--- config.mk ---
export PLATFORM = sky130hd
export DESIGN_NAME = display_scanner
export DESIGN_NICKNAME = d
export VERILOG_FILES = /design/src/rtl/display_pkg.sv /design/src/rtl/lz_blank_mask.sv /design/src/rtl/display_scanner.sv
export SDC_FILE = /design/constraint.sdc
export NUM_CORES = 1
export LEC_CHECK = 0
export ABC_CLOCK_PERIOD_IN_PS = 7500
export BUFFER_PORTS_ARGS = -buffer_cell sky130_fd_sc_hd__buf_2
export CORE_MARGIN = 5
export CORE_UTILIZATION = 36
export CTS_CLUSTER_SIZE = 24
export DETAILED_ROUTE_END_ITERATION = 6
export SYNTH_ARGS = -nofsm -noshare
export SYNTH_HDL_FRONTEND = slang
export SYNTH_HIERARCHICAL = 1
export SYNTH_SLANG_ARGS = --single-unit
export TNS_END_PERCENT = 10
--- constraint.sdc ---
create_clock -name clk -period 7.5 [get_ports clk]
set_clock_uncertainty 0.1 [all_clocks]
set_input_delay 0.75 -clock clk [delete_from_list [all_inputs] [get_ports clk]]
set_output_delay 0.75 -clock clk [all_outputs]
set_load 0.02 [all_outputs]
--- src/rtl/display_pkg.sv ---
// Shared types and constants for the four-digit seven-segment scan controller.
package display_pkg;

  typedef enum logic {S_GUARD, S_ON} scan_state_t;

  localparam int unsigned NUM_DIGITS = 4;
  localparam logic [NUM_DIGITS-1:0] AN_ALL_OFF = 4'b1111;

endpackage

--- src/rtl/lz_blank_mask.sv ---
// Leading-zero blank mask: a digit is blanked while every digit from the left edge down to it
// is zero with no decimal point requested. Digit 0 always stays lit.
module lz_blank_mask
  import display_pkg::*;
(
  input  logic [4*NUM_DIGITS-1:0] digits,
  input  logic [NUM_DIGITS-1:0]   dp_en,
  input  logic                    lz_blank,
  output logic [NUM_DIGITS-1:0]   blank
);

  logic run;

  always_comb begin
    run   = lz_blank;
    blank = '0;
    for (int i = NUM_DIGITS - 1; i >= 1; i--) begin
      run      = run && (digits[4*i +: 4] == 4'h0) && !dp_en[i];
      blank[i] = run;
    end
  end

endmodule

--- src/rtl/display_scanner.sv ---
// Time-multiplexed 4-digit scan controller: guard/on slots per digit, frame-boundary commit of
// the display word, and registered anode/nibble/decimal-point outputs for the segment decoder.
module display_scanner
  import display_pkg::*;
#(
  parameter int unsigned REFRESH_DIV  = 100_000,
  parameter int unsigned GUARD_CYCLES = 16
) (
  input  logic        clk,
  input  logic        reset,
  input  logic        load,
  input  logic [15:0] digits_in,
  input  logic [3:0]  dp_en,
  input  logic        lz_blank,
  output logic [3:0]  digit_data,
  output logic        dp_out,
  output logic [3:0]  AN,
  output logic        frame_done
);

  localparam int unsigned CW = $clog2(REFRESH_DIV);
  localparam logic [CW-1:0] GUARD_LAST = CW'(GUARD_CYCLES - 1);
  localparam logic [CW-1:0] ON_LAST    = CW'(REFRESH_DIV - GUARD_CYCLES - 1);

  scan_state_t   state_q, state_d;
  logic [CW-1:0] cnt_q, cnt_d;
  logic [1:0]    idx_q, idx_d;
  logic [15:0]   active_q, active_d, pend_q, pend_d;
  logic [3:0]    act_dp_q, act_dp_d, pend_dp_q, pend_dp_d;
  logic          pend_valid_q, pend_valid_d;
  logic          wrap;
  logic [3:0]    blank;
  logic [3:0]    an_q, an_d, data_q, data_d;
  logic          dp_q, dp_d, fd_q;

  always_comb begin
    state_d      = state_q;
    cnt_d        = cnt_q + 1'b1;
    idx_d        = idx_q;
    wrap         = 1'b0;
    active_d     = active_q;
    act_dp_d     = act_dp_q;
    pend_d       = pend_q;
    pend_dp_d    = pend_dp_q;
    pend_valid_d = pend_valid_q;

    case (state_q)
      S_GUARD: begin
        if (cnt_q == GUARD_LAST) begin
          state_d = S_ON;
          cnt_d   = '0;
        end
      end
      S_ON: begin
        if (cnt_q == ON_LAST) begin
          state_d = S_GUARD;
          cnt_d   = '0;
          idx_d   = idx_q + 2'd1;
          wrap    = (idx_q == 2'd3);
        end
      end
      default: begin
        state_d = S_GUARD;
        cnt_d   = '0;
      end
    endcase

    // Commit sees the pending value from before this edge; a coinciding load waits a frame.
    if (wrap && pend_valid_q) begin
      active_d = pend_q;
      act_dp_d = pend_dp_q;
    end
    if (wrap) pend_valid_d = 1'b0;
    if (load) begin
      pend_d       = digits_in;
      pend_dp_d    = dp_en;
      pend_valid_d = 1'b1;
    end
  end

  lz_blank_mask u_lz_blank_mask (
    .digits   (active_d),
    .dp_en    (act_dp_d),
    .lz_blank (lz_blank),
    .blank    (blank)
  );

  // Outputs are computed from next-state values so the registers line up with the slot.
  always_comb begin
    data_d = active_d[{idx_d, 2'b00} +: 4];
    dp_d   = act_dp_d[idx_d] & ~blank[idx_d];
    an_d   = AN_ALL_OFF;
    if (state_d == S_ON && !blank[idx_d]) an_d = ~(4'b0001 << idx_d);
  end

  always_ff @(posedge clk) begin
    if (reset) begin
      state_q      <= S_GUARD;
      cnt_q        <= '0;
      idx_q        <= 2'd0;
      active_q     <= '0;
      act_dp_q     <= '0;
      pend_q       <= '0;
      pend_dp_q    <= '0;
      pend_valid_q <= 1'b0;
      an_q         <= AN_ALL_OFF;
      data_q       <= '0;
      dp_q         <= 1'b0;
      fd_q         <= 1'b0;
    end else begin
      state_q      <= state_d;
      cnt_q        <= cnt_d;
      idx_q        <= idx_d;
      active_q     <= active_d;
      act_dp_q     <= act_dp_d;
      pend_q       <= pend_d;
      pend_dp_q    <= pend_dp_d;
      pend_valid_q <= pend_valid_d;
      an_q         <= an_d;
      data_q       <= data_d;
      dp_q         <= dp_d;
      fd_q         <= wrap;
    end
  end

  assign AN         = an_q;
  assign digit_data = data_q;
  assign dp_out     = dp_q;
  assign frame_done = fd_q;

endmodule

# Word level (Yosys, flattened, before mapping)
# Index checks and enable logic that the tools add are counted.
# word_totals
elab_cells	60
in_bits	24
out_inout_bits	10
regBits	71
# op_classes
n_shift	2
mux	18
addsub	2
order_cmp	1
n_bitwise	5
n_eq_ne	3
reduce_logical	17
# op_table
operator	count
$mux W17	2
$pmux W17 S2	1
$add A17 B1 Y17 const B	1
$eq A17 B17 Y1 const B	1
$eq A17 B4 Y1 const B	1
$mux W16	1
$shiftx A16 B5 Y4	1
$logic_not A4 Y1	3
$logic_and A1 B1 Y1	8
$mux W1	8
$bmux W1 S2	2
$logic_not A1 Y1	4
$mux W2	2
$mux W4	1
$not A4 Y4	1
$shl A1 B2 Y4 const A	1
$lt A2 B3 Y1 const B	1
$not A1 Y1	3
$add A2 B1 Y2 const B	1
$eq A2 B2 Y1 const B	1
$pmux W1 S2	1
$reduce_bool A2 Y1	1
$reduce_or A2 Y1	1
$and A1 B1 Y1	1

# Logic depth before layout (Yosys ltp)
# Gate-level depths: netlist of the first run.
# logic_depth
word_depth	18
depth_mapped	17
mapped_depth_nobuf	13

# Cells and area by module
# The synthesis of the first run kept the hierarchy.
# by_module_without_submodules
mod	n_inst	cells_per_inst	area_each_um2	seq_area_each_um2
display_scanner	1	345	3116.7	1421.4
lz_blank_mask	1	13	80.1	0.0

# Worst setup path before layout of the first run
# OpenSTA, ideal clock, no wires.
# synth_path
path_type	reg2reg
startpoint	register cnt_q[0]
endpoint	register dp_q, in the netlist dp_out
stages_incl_launch_ff	17
n_path_buf	4
synth_period_minus_slack_ns	3.257
setup_ns	0.124
required_time_ns	7.276
arrival_time_ns	3.033
slack_ns	4.243
cell_sequence	dfxtp_1 -> ha_1 -> and3_1 -> clkbuf_2 -> nand3_2 -> or3_4 -> buf_6 -> clkbuf_1 -> nand2_1 -> nand2_1 -> or4_4 -> nor4_2 -> buf_4 -> mux4_2 -> nand2_1 -> nand3_1 -> a31oi_1
# synth_between
word_cells_on_any_way	26
cone_classes	eq/ne (1); mux (10); bitwise (2); reduce/logical (13)
# synth_lines
element	line	rtl
from (decl)	display_scanner.sv:26	logic [CW-1:0] cnt_q, cnt_d;
from (signal assigned)	display_scanner.sv:112	cnt_q <= cnt_d;
$eq A17 B17 Y1	display_scanner.sv:55	if (cnt_q == ON_LAST) begin
$mux W1	display_scanner.sv:55	
$mux W1	display_scanner.sv:47	case (state_q)
$logic_and A1 B1 Y1	display_scanner.sv:69	if (wrap && pend_valid_q) begin
$mux W16	display_scanner.sv:69	
net active_d[9]	display_scanner.sv:28	logic [15:0] active_q, active_d, pend_q, pend_d;
$logic_not A4 Y1	lz_blank_mask.sv:18	run = run && (digits[4*i +: 4] == 4'h0) && !dp_en[i];
$logic_and A1 B1 Y1 (4 in a row)	lz_blank_mask.sv:18	
net u_lz_blank_mask.run	lz_blank_mask.sv:12	logic run;
$bmux W1 S2	display_scanner.sv:91	dp_d = act_dp_d[idx_d] & ~blank[idx_d];
$mux W1 (implied by the code)	display_scanner.sv:91	
$not A1 Y1	display_scanner.sv:91	
$and A1 B1 Y1	display_scanner.sv:91	
to (signal assigned)	display_scanner.sv:121	dp_q <= dp_d;
to (decl)	display_scanner.sv:34	logic dp_q, dp_d, fd_q;
# The timed path passes the listed nets, and every way through them passes these cells. The select of a mux whose other input is x is not followed.
# A chain may end at the register's enable or synchronous reset.

# Worst setup path after layout of the first run
# layout_path
startpoint	register idx_q[0]
endpoint	register dp_q, in the netlist dp_out
# layout_between
elab_chain_cells	16
word_cells_on_any_way	27
cone_classes	add/sub (1); eq/ne (1); mux (10); bitwise (2); reduce/logical (13)
# layout_rtl
element	line	rtl
from (decl)	display_scanner.sv:27	logic [1:0] idx_q, idx_d;
from (signal assigned)	display_scanner.sv:113	idx_q <= idx_d;
$eq A2 B2 Y1 *	display_scanner.sv:59	wrap = (idx_q == 2'd3);
$mux W1 *	display_scanner.sv:55	
$mux W1 *	display_scanner.sv:47	
$logic_and A1 B1 Y1 *	display_scanner.sv:69	
$mux W16 *	display_scanner.sv:69	
net active_d[13]	display_scanner.sv:28	
$logic_not A4 Y1 *	lz_blank_mask.sv:18	
$logic_and A1 B1 Y1 * (4 in a row)	lz_blank_mask.sv:18	
net blank[2]	display_scanner.sv:32	logic [3:0] blank;
$logic_and A1 B1 Y1 (2 in a row)	lz_blank_mask.sv:18	
$bmux W1 S2 *	display_scanner.sv:91	
$mux W1 (implied by the code) *	display_scanner.sv:91	
$not A1 Y1 *	display_scanner.sv:91	
$and A1 B1 Y1 *	display_scanner.sv:91	
# Mark *: on every way through the listed nets, which the timed path passes. The rest lies on a longest branch. The select of a mux whose other input is x is not followed.

==> flow_summary.ini, run 1 <==
[place]
io_buffers = 33
place_ws_ps = 3580
gp_congestion = 0.869
dp_hpwl_mm = 4.83

[layout]
final_common_cell = dfxtp_1
area_delta_synth_final_pct = 13.9
finalNetCount = 402
most-common-layout-cells = dfxtp_1 (71), nor2_1 (57), nand2_1 (39), buf_2 (33), mux2i_1 (31)
diodes = 0
multi_input_area_um2 = 1610
drive_gt1_share_pct = 17.3
fill_cells = 897
ff_latch_area_um2 = 1420

[setup_path]
worst_path_dominant_cell_family = simple AND/OR/NAND/NOR gates
critPathLaunch = idx_q[0]
slowest_stage = nor3_1
r2r-start = idx_q[0]
startpoint_type = register
endpoint_kind = register
reg2reg_slack_ps = 3470
reg2reg_depth = 12
critPathMaxFanout = 20
r2r_end = dp_out
path_class = reg2reg
cp_cell_sequence = ha_1, nand2_1, nor3_1, nand2_1, nand2_1, nor2_1, nand4b_1, nor3_1, mux4_2, nand2_1, nand3_1, a31oi_1
critPathArrivalTime_ps = 4210
worstSetupEndpoint = dp_out
cp.required_ps = 7690
path_common_cell = nand2_1
path_buf_inv = 0
critical_path.max_stage_delay_ps = 1070
cp.depth = 12

[drt]
viasPerCell = 4.97
drcViolationCount = 0
drtIter0Drc = 97
dr.pass1.iters = 5
vias = 2428
detail-route-antenna-nets = 0
wire_per_inst_um = 13.7
totalWireLength_mm = 6.71

[grt]
busiest_layer = met2
grt_overflow = 0
met2_usage_pct = 20.1
track_usage_pct = 12.9
met1_usage_pct = 16.9
grt_pass1_wl_mm = 11.4
grt_antenna_before_repair = 0
use_met3_pct = 4.78
grt_pass1_vias = 2319
grt_max_degree = 47

[clock_tree]
postCtsSetupBuffers = 0
cts_sinks = 71
tritoncts = built
cts_resized = 0
clk_pin_slew_ps = 80
clock_latency_ps = 350
cts.path.max_buffers = 2
numCtsBuffers = 9
cts-hold-fix-buffers = 0
cts-root-buf = clkbuf_8
htreeDepth = 3

[power_and_ir_drop]
pwr-share-seq_pct = 49.7
power.internal_w = 0.000621
leakage_nw = 1.52
powerDensity_nw_per_um2 = 217
p_sw_w = 0.000165
peakVddDrop_v = 0.000108
p_clk_share_pct = 46.3
p_comb_share_pct = 4.0
p_sw_share_pct = 21.0

[timing]
tns_ps = 0
worstMarginPinSlew_ps = 1250
setup_viol = 0
slew_violations = 0
hold_viol_final = 0
worst_slack_ps = 3470
relSlewSlack_pct = 15.8
fmax_mhz = 248
grt_setup_unrepaired = false
min_period_ps = 4030
fin_crit_sh_pct = 53.7

[logic_synthesis]
syn_nets = 379
yosysWarningCount = 6
netlist_area_um2 = 3180
syn_inst = 353
avgSynthCellArea_um2 = 9.00

[floorplan]
core_area_um2 = 8680
die_w_um = 104
die_y_um = 104
ios = 34
rows = 34
dieArea_um2 = 10800
start_util_pct = 36.6

[worst_hold_path]
hold_path.class = reg2reg
min_from = cnt_q[0]

[status]
outcome = finished, final reports clean

[flow_run]
maxCapViolCount = 0
-- worst reg2reg max path, stage by stage, from the launching register on --
cell,delay (ps)
dfxtp_1,910
ha_1,300
nand2_1,220
nor3_1,1070
nand2_1,200
nand2_1,120
nor2_1,50
nand4b_1,140
nor3_1,90
mux4_2,470
nand2_1,80
nand3_1,80
a31oi_1,140
-- layer usage --
metal / routed length (µm) / vias up / part of all wire (%)
li1: - / 1255 / -
met1: 3260 / 1126 / 49
met2: 3060 / 38 / 46
met3: 313 / 9 / 4.7
met4: 74 / 0 / 1.1
met5: 0 / - / 0
-- state kept, by name, summed over array words and instances, names as in the netlist, 2 cells and up --
signal / count
pend_q: 16
cnt_q: 17
idx_q: 2
act_dp_q: 4
AN: 4
pend_dp_q: 4
active_q: 16
digit_data: 4
-- power by group through the flow --
stage	Sequential (W)	Combinational (W)	Clock, W
after floorplan	0.000397	0.0000226	0
final	0.000391	0.0000311	0.000364
after global routing	0.000392	0.0000351	0.000391
after global placement	0.000399	0.0000307	0
after detailed placement	0.000400	0.0000316	0
after CTS	0.000391	0.0000316	0.000374
-- area by class of cell --
class                           instances  area share (%)
Inverter                               14            1.45
Multi-Input combinational cell        247            44.4
Clock inverter                          5            2.94
Timing Repair Buffer                   33            4.56
Tap cell                              108            3.73
Sequential cell                        71            39.3
Clock buffer                           11            3.63
-- how the worst min path moves through the flow --
stage | endpoint | depth (start not counted) | slack [ps]
after floorplan | cnt_q[0] | 1 | 310
after global placement | cnt_q[0] | 1 | 330
after detailed placement | cnt_q[0] | 1 | 330
after CTS | cnt_q[0] | 1 | 350
after global routing | active_q[2] | 2 | 400
final | cnt_q[0] | 1 | 340
-- stage by stage --
step,cells,power (W),area (µm²),hold WS (ps),utilization [%]
6_report,489,0.000786,3620,344,41.7
4_1_cts,489,0.000797,3620,350,41.7
2_1_floorplan,353,0.000420,3180,313,-
3_5_place_dp,473,0.000431,3380,334,39.0
5_1_grt,489,0.000818,3620,395,41.7
3_3_place_gp,473,0.000430,3380,325,39.0
Power figures use the tool's default switching activity.
==> run 2: changes to the inputs <==
Settings changed: ABC_AREA set to 1, ABC_CLOCK_PERIOD_IN_PS 7500 to 3500.
Clock period 7.5 ns to 3.5 ns, I/O delays scaled along.
==> run 2 against run 1 <==
Non-clock buffer count grew 3. Sequential share of layout area grew 0.20 points. Register-to-register slack got worse by 2600 ps. Global-route usage increased by 1.0 points. Core utilization rose by 0.19 points. Sequential power rose by 110%. Worst hold slack worse by 220 ps. First-iteration DRC count shrank 13%. Sequential cell count unchanged. Routed wire length grew 0.48%. Final cell count rose by 19%. Clock power rose by 110%. Critical path type unchanged. Critical endpoint unchanged. Highest routed layer unchanged.
==> flow_summary.ini, run 2 <==
[drt]
viasPerCell = 4.65
vias = 2697
dr.pass1.iters = 4
drtIter0Drc = 84
totalWireLength_mm = 6.74
drcViolationCount = 0
wire_per_inst_um = 11.6
detail-route-antenna-nets = 0

[clock_tree]
cts-root-buf = clkbuf_8
clk_pin_slew_ps = 80
clock_latency_ps = 350
cts_resized = 0
htreeDepth = 3
numCtsBuffers = 9
cts_sinks = 71
cts.path.max_buffers = 2
cts-hold-fix-buffers = 0
tritoncts = built
postCtsSetupBuffers = 0

[setup_path]
cp_cell_sequence = ha_1, nand2_2, nor2_8, nand3_1, nor2_1, nand3_1, buf_4, nand2_1, nand2_1, or2_1, nor2_1, nand2_2, nor2_2, inv_1, nand2_1, nand2_1, nand2_1, nand2_1, nand2_1, nor2_1
startpoint_type = register
slowest_stage = dfxtp_1
cp.required_ps = 3630
reg2reg_depth = 20
path_common_cell = nand2_1
path_class = reg2reg
critical_path.max_stage_delay_ps = 360
r2r-start = cnt_q[0]
reg2reg_slack_ps = 850
critPathArrivalTime_ps = 2780
endpoint_kind = register
r2r_end = dp_out
critPathMaxFanout = 20

[logic_synthesis]
syn_inst = 439
yosys.area.top_type = dfxtp_1
yosysWarningCount = 6
synth_edf_count = 0
syn_nets = 465
synth_top_area_share_pct = 45.3
ys.flop_type = dfxtp_1
ys_seq_area_share_pct = 45.3
ys_ff_latch = 71
async_flop_share_pct = 0
synth_area_leaders = dfxtp_1 (45%), nand2_1 (12%), nor2_1 (9.7%), a21oi_1 (3.8%), inv_1 (3.7%)
yosysMostFrequentCell = nand2_1
synthTopCellsByCount = nand2_1 (104), nor2_1 (81), dfxtp_1 (71)
avgSynthCellArea_um2 = 7.14
netlist_area_um2 = 3140
ys_types = 34

[layout]
area_delta_synth_final_pct = 14.9
largest_reg_flops = 17
fill_cells = 936
final_area_um2 = 3600
largestRegisters = cnt_q: 17 flops, active_q: 16 flops, pend_q: 16 flops
multi_input_area_um2 = 1490
top_register = cnt_q
finalNetCount = 493
diodes = 0
final_common_cell = nand2_1
most-common-layout-cells = nand2_1 (104), nor2_1 (81), dfxtp_1 (71), buf_2 (33), inv_1 (31)
ff_latch_area_um2 = 1420
drive_gt1_share_pct = 16.1

[floorplan]
rows = 34
die_y_um = 103
dieArea_um2 = 10700
die_w_um = 103
ios = 34
core_area_um2 = 8590
start_util_pct = 36.5

[power_and_ir_drop]
leakage_nw = 1.66
peakVddDrop_v = 0.000225
powerDensity_nw_per_um2 = 468

[grt]
grt_pass1_wl_mm = 11.7
grt_overflow = 0
grt_pass1_vias = 2657
grt_max_degree = 35
track_usage_pct = 14.0
grt_antenna_before_repair = 0

[timing]
min_period_ps = 2650
setup_viol = 0
hold_viol_final = 0
fmax_mhz = 378
tns_ps = 0
worstMarginPinSlew_ps = 645
slew_violations = 0
relSlewSlack_pct = 57.0
grt_setup_unrepaired = false
fin_crit_sh_pct = 75.7

[worst_hold_path]
hold_path.class = in2reg
holdPathStages = 3
hold-path-endpoint = pend_q[11]
min_from = digits_in[11]

[place]
io_buffers = 33
placed_area_um2 = 3360
gp_congestion = 0.859
dp_hpwl_mm = 4.90

[status]
outcome = finished, final reports clean

[flow_run]
maxCapViolCount = 0
run 2: cell types whose count changed in the layout (fill, tap and decap cells not counted), sizes merged, moves of 7 or more:
cell,delta
a21oi,+10
nand2,+72
nand4,+12
mux2i,-33
mux2,-7
nand3,+11
xnor2,-9
nor2,+36
o21ai,+19
inv,+20
run 2: logic make-up (layout without fill, tap and decap cells):
group	Yosys count	count (layout)	share of synthesized area, %
xor gates and xnor gates	4	4	1.12
other	1	1	0.120
DFF	71	71	45.3
adders and majority gates	2	2	0.798
buffers and inverters	54	87	7.18
AOI/OAI and AO/OA	50	50	8.26
and+or+nand+nor	257	257	37.2
run 2: layout make-up:
cell class | count | area share (%)
Inverter | 35 | 3.65
Timing Repair Buffer | 36 | 5.21
Clock inverter | 5 | 2.95
Clock buffer | 11 | 3.65
Tap cell | 108 | 3.75
Multi-Input combinational cell | 314 | 41.3
Sequential cell | 71 | 39.5
run 2: metal layers:
layer,global-route usage [%],wire (µm)
met5,0,0
met4,5.38,136
met3,5.10,296
met2,22.4,3090
met1,17.1,3210
run 2: worst max-delay path, delay by kind of cell, from the launching register on:
family | cells | cell delay (ps)
AND/OR/NAND/NOR | 17 | 1630
buffers and inverters | 2 | 260
flip-flops | 1 | 360
adder cells (fa/ha/maj) | 1 | 200
run 2: worst max path at each step:
stage	from	end	slack, ps	depth (start not counted)
2_1_floorplan	cnt_q[0]	dp_out	1060	21
3_3_place_gp	cnt_q[0]	dp_out	960	20
3_5_place_dp	cnt_q[0]	dp_out	880	20
4_1_cts	cnt_q[0]	dp_out	840	20
5_1_grt	cnt_q[0]	dp_out	550	20
6_report	cnt_q[0]	dp_out	850	20
run 2: through the flow:
step,utilization [%],worst slack (ps),instances,hold slack (ps),total power (W)
floorplan,-,1060,439,318,0.000902
global placement,39.2,965,564,332,0.000924
detailed placement,39.2,875,564,358,0.000926
CTS,41.9,845,580,98.6,0.00171
global route,41.9,555,580,97.2,0.00176
finish,41.9,852,580,119,0.00168
run 2: power breakdown:
part	total (W)	switching (W)	internal, W
logic	0.0000691	0.0000438	0.0000253
clock network	0.000778	0.000302	0.000475
registers	0.000838	0.0000108	0.000827
